==> src/rtl/ram_loader_pkg.sv <==
// Shared defaults and FSM encoding for ram_loader.
// The VERIFY state exists only when RAM_LOADER_VERIFY_EN is defined.
package ram_loader_pkg;

  localparam int DATA_W_DEFAULT = 16;
  localparam int ADDR_W_DEFAULT = 14;

  typedef enum logic [2:0] {
    ST_IDLE   = 3'd0,
    ST_ACCEPT = 3'd1,
    ST_WRITE  = 3'd2,
`ifdef RAM_LOADER_VERIFY_EN
    ST_VERIFY = 3'd4,
`endif
    ST_DONE   = 3'd3
  } state_t;

endpackage

==> src/rtl/ram_loader.sv <==
// Streams words from a valid/ready source into a RAM16K-style RAM, one word per two cycles.
// Optional read-back check of every word when RAM_LOADER_VERIFY_EN is defined.
module ram_loader
  import ram_loader_pkg::*;
#(
  parameter int DATA_W = DATA_W_DEFAULT,
  parameter int ADDR_W = ADDR_W_DEFAULT
) (
  input  logic              clk,
  input  logic              rst_n,
  input  logic              start,
  input  logic [ADDR_W-1:0] base_addr,
  input  logic [ADDR_W:0]   length,
  input  logic [DATA_W-1:0] s_data,
  input  logic              s_valid,
  output logic              s_ready,
  output logic [DATA_W-1:0] ram_in,
  output logic [ADDR_W-1:0] ram_address,
  output logic              ram_load,
  input  logic [DATA_W-1:0] ram_out,
  output logic              busy,
  output logic              done,
  output logic              err,
  output logic [ADDR_W:0]   word_count
);

  state_t state_reg, state_next;

  logic [ADDR_W:0] length_reg;
  logic [ADDR_W:0] count_inc;
  logic            last_word;
  logic            accept_start;
  logic            advance;

  assign count_inc    = word_count + 1'b1;
  assign last_word    = (count_inc == length_reg);
  assign accept_start = (state_reg == ST_IDLE) && start;

`ifdef RAM_LOADER_VERIFY_EN
  assign advance = (state_reg == ST_VERIFY);
`else
  assign advance = (state_reg == ST_WRITE);
`endif

  // Outputs are pure state decodes so reset removes them without a clock edge.
  assign s_ready  = (state_reg == ST_ACCEPT);
  assign ram_load = (state_reg == ST_WRITE);
  assign busy     = (state_reg != ST_IDLE);
  assign done     = (state_reg == ST_DONE);

  always_ff @(posedge clk or negedge rst_n) begin
    if (!rst_n) begin
      state_reg <= ST_IDLE;
    end else begin
      state_reg <= state_next;
    end
  end

  always_comb begin
    state_next = state_reg;
    case (state_reg)
      ST_IDLE: begin
        if (start) begin
          state_next = (length == '0) ? ST_DONE : ST_ACCEPT;
        end
      end
      ST_ACCEPT: begin
        if (s_valid) begin
          state_next = ST_WRITE;
        end
      end
      ST_WRITE: begin
`ifdef RAM_LOADER_VERIFY_EN
        state_next = ST_VERIFY;
`else
        state_next = last_word ? ST_DONE : ST_ACCEPT;
`endif
      end
`ifdef RAM_LOADER_VERIFY_EN
      ST_VERIFY: begin
        state_next = last_word ? ST_DONE : ST_ACCEPT;
      end
`endif
      ST_DONE: begin
        state_next = ST_IDLE;
      end
      default: begin
        state_next = ST_IDLE;
      end
    endcase
  end

  always_ff @(posedge clk or negedge rst_n) begin
    if (!rst_n) begin
      ram_in      <= '0;
      ram_address <= '0;
      length_reg  <= '0;
      word_count  <= '0;
    end else begin
      if (accept_start) begin
        ram_address <= base_addr;
        length_reg  <= length;
        word_count  <= '0;
      end
      if (s_ready && s_valid) begin
        ram_in <= s_data;
      end
      // Address is ADDR_W wide, so the top of the RAM wraps to zero naturally.
      if (advance) begin
        word_count  <= count_inc;
        ram_address <= ram_address + 1'b1;
      end
    end
  end

`ifdef RAM_LOADER_VERIFY_EN
  logic err_reg;

  always_ff @(posedge clk or negedge rst_n) begin
    if (!rst_n) begin
      err_reg <= 1'b0;
    end else if (accept_start) begin
      err_reg <= 1'b0;
    end else if ((state_reg == ST_VERIFY) && (ram_out != ram_in)) begin
      err_reg <= 1'b1;
    end
  end

  assign err = err_reg;
`else
  logic unused_ram_out;
  assign unused_ram_out = ^ram_out;
  assign err            = 1'b0;
`endif

endmodule

==> config.mk <==
export PLATFORM = sky130hd
export DESIGN_NAME = ram_loader
export DESIGN_NICKNAME = d
export VERILOG_FILES = /design/src/rtl/ram_loader_pkg.sv /design/src/rtl/ram_loader.sv
export SDC_FILE = /design/constraint.sdc
export NUM_CORES = 1
export LEC_CHECK = 0
export ABC_CLOCK_PERIOD_IN_PS = 1900
export BUFFER_PORTS_ARGS = -buffer_cell sky130_fd_sc_hd__buf_2
export CORE_AREA = 4 4 89 91
export CTS_BUF_LIST = sky130_fd_sc_hd__clkbuf_8
export CTS_CLUSTER_DIAMETER = 120
export DETAILED_ROUTE_END_ITERATION = 8
export DIE_AREA = 0 0 93 95
export GPL_ROUTABILITY_DRIVEN = 0
export PLACE_DENSITY = 0.78
export REMOVE_ABC_BUFFERS = 1
export SLEW_MARGIN = 20
export SYNTH_ARGS = -nofsm -noshare
export SYNTH_HDL_FRONTEND = slang
export SYNTH_SLANG_ARGS = --single-unit
==> constraint.sdc <==
create_clock -name clk -period 1.9 [get_ports clk]
set_input_delay 0.19 -clock clk [delete_from_list [all_inputs] [get_ports clk]]
set_output_delay 0.19 -clock clk [all_outputs]
set_load 0.05 [all_outputs]
==> results by group <==
Global route
  • GRT Total Usage: 20.7%
  • Vias in the first global route: 3,196
  • Global-route wire length before repair: 14.5 mm
  • Initial antenna violation count: 0
  • GRT Residual Overflow: 0
  • Pin count of the biggest net entering global routing: 25

Detailed routing
  • Drt wl/cell: 15.8 um
  • DR vias: 3,171
  • ANT nets after route: 0
  • Drt first-iter violations: 143
  • TritonRoute pass-1 iters: 4
  • WL final: 9.20 mm
  • Remaining DRCs: 0
  • Vias per cell: 5.44

Yosys
  • Mean Syn Cell Area: 9.29 um2
  • Sequential fraction of the synthesis area: 47.2%
  • Dominant cells by area after synthesis: dfrtp_1 (47%), nand2_1 (8.3%), o21ai_0 (5.5%), mux2_2 (5.5%), nor2_1 (3.2%)
  • Main flop type after synthesis: dfrtp_1
  • Yosys cell types: 50
  • Commonest cells in the netlist: nand2_1 (73), dfrtp_1 (62), o21ai_0 (36)
  • Synth top area share: 47.2%
  • Yosys warns: 0
  • Ys async rst share: 100%
  • Count leader, synth: nand2_1
  • Post-synth EDFFs: 0
  • Post-synthesis register bit count: 62
  • Syn Std Cell Area: 3290 um2
  • Dominant cell type by area after synthesis: dfrtp_1
  • Post-Syn Instances: 354

Cells and area
  • Max reg flops: 16
  • Area delta synth->final: 30.6%
  • Share of cells above drive strength 1: 36.6%
  • Fin nets: 546
  • Fillers: 627
  • Register area: 1550 um2
  • Antenna diodes: 0
  • Multi-input logic area: 1630 um2

Setup path
  • Crit-path max FO: 6
  • Worst path required time: 2.19 ns
  • Worst setup EP type: flop
  • Critical path type: reg -> reg
  • Worst path cell trace: ha_1 > nand2_2 > or3_1 > o21ai_1 > nand3_1 > a31oi_1 > a31o_1
  • Buffers and inverters on the worst path: 0
  • Data arrival time of the critical path: 2.10 ns
  • Max incr delay on CP: 0.42 ns
  • Slowest stage cell on the critical path: dfrtp_1
  • CP top delay family: simple AND/OR/NAND/NOR gates
  • Setup crit start kind: flop

STA
  • Final Hold Vio Count: 0
  • Min setup slack post-route: 0.0840 ns
  • Tmin final: 1.82 ns
  • Max Clk Rate: 551 MHz
  • Slew Limit Fails: 0
  • Final Cycle Share: 95.6%
  • Clk_skew: 0.00603 ns
  • Final setup viols: 0

Power and ir drop
  • Maximum VDD drop: 0.000839 V
  • Final Power: 7.17 mW
  • Pwr per Cell Area: 1670 nW/um2
  • Leak: 2.09 nW

Floorplan
  • Site Rows: 31
  • Core area: 7140 um2
  • Die height: 95 um
  • Die X: 93 um
  • Initial core utilization: 46.1%
  • Die ar.: 8840 um2
  • Num ports: 115

Clocking
  • Root Driver: clkbuf_8
  • Worst skew pair latency: 0.34 ns
  • CTS tree: done
  • CTS H-tree lvls: 3
  • CTS Sinks: 62
  • Max Buffers Root-to-Sink: 2
  • CTS buffer count: 9
  • Clock-pin slew on the worst setup and hold paths: 0.07 ns

Placement
  • Setup Slack @ Placement: 0.0352 ns
  • IO Port Bufs: 97
  • Final HPWL DP: 6.92 mm

Run status
  • Status: complete, no violations

Run
  • Max-Cap Viols: 0

Worst hold path
  • Hold Path Class: in -> reg
[through the flow]
stage	utilization (%)	TNS [ns]	cells	hold slack, ns	instance area (um2)
floorplan	-	-16.53	337	-0.106	3200
global placement	56.6	0	564	0.154	4040
detailed placement	56.6	0	564	0.161	4040
CTS	59.8	0	581	0.0362	4270
global route	60.2	-0.00845	583	0.0427	4300
finish	60.2	0	583	0.0470	4300
[cell usage in the layout (no fill, tap or decap), types with 7 or more instances in the layout]
cell type / n
buf_2: 96
nand3_1: 10
xnor2_1: 10
a31oi_1: 8
mux2_2: 16
o21ai_0: 34
clkbuf_8: 9
nand4_1: 7
dfrtp_1: 60
buf_4: 33
nor2_1: 28
nand2_1: 72
[report_power, final]
group	total, mW	internal, mW	leakage (nW)	switching, mW
Clock	1.30	0.740	0.102	0.559
Combinational	3.57	1.11	1.22	2.46
Sequential	2.30	1.84	0.768	0.468
[path summary, 6_finish.rpt]
kind / depth (start not counted) / slack (ns) / start / to
worst min register to register: 1 / 0.51 / ram_in[14]$_DFFE_PN0P_ / ram_in[14]$_DFFE_PN0P_
worst min-delay path: 2 / 0.05 / s_valid / state_reg[0]$_DFFE_PN0P_
max in group asynchronous: 3 / 0.87 / rst_n / ram_address[4]$_DFFE_PN0P_
worst max-delay path: 7 / 0.08 / word_count[1]$_DFFE_PN0P_ / state_reg[1]$_DFFE_PN0P_
min in group asynchronous: 2 / 0.33 / rst_n / word_count[11]$_DFFE_PN0P_
worst max register to register: 7 / 0.08 / word_count[1]$_DFFE_PN0P_ / state_reg[1]$_DFFE_PN0P_
[layout make-up]
type	count	area share [%]
Clock buffer	9	2.88
Multi-Input combinational cell	268	37.9
Tap cell	99	2.88
Timing Repair Buffer	131	17.4
Sequential cell	62	36.2
Clock inverter	7	2.24
Inverter	7	0.612
[per-layer routing]
layer | GRT usage [%] | routed length, um | vias up
met5 | 0 | 0 | -
met4 | 10.4 | 204 | 0
met3 | 3.43 | 478 | 19
li1 | - | - | 1518
met2 | 36.7 | 4880 | 114
met1 | 24.3 | 3640 | 1520
[cell families (layout without fill, tap and decap cells)]
logic type                 Yosys count  count (layout)  synth area share [%]
adders and majority gates            2               2                 0.761
DFF                                 62              62                  47.2
other                                1               1                 0.114
AOI/OAI and AO/OA                   74              74                  14.3
and+or+nand+nor                    157             157                  23.6
xor gates and xnor gates            16              16                  4.26
buffers and inverters               24             154                  3.58
muxes                               18              18                  6.24
[repair_timing]
| action | CTS | global route |
|---|---|---|
| hold buffers | 1 | 0 |
| endpoints found under the hold margin | 17 | 0 |
| endpoints found under the setup margin | 1 | 6 |
| buffers inserted | 0 | 2 |
| resized for setup | 1 | 10 |
Note: power is estimated with default switching activity, not from simulation.
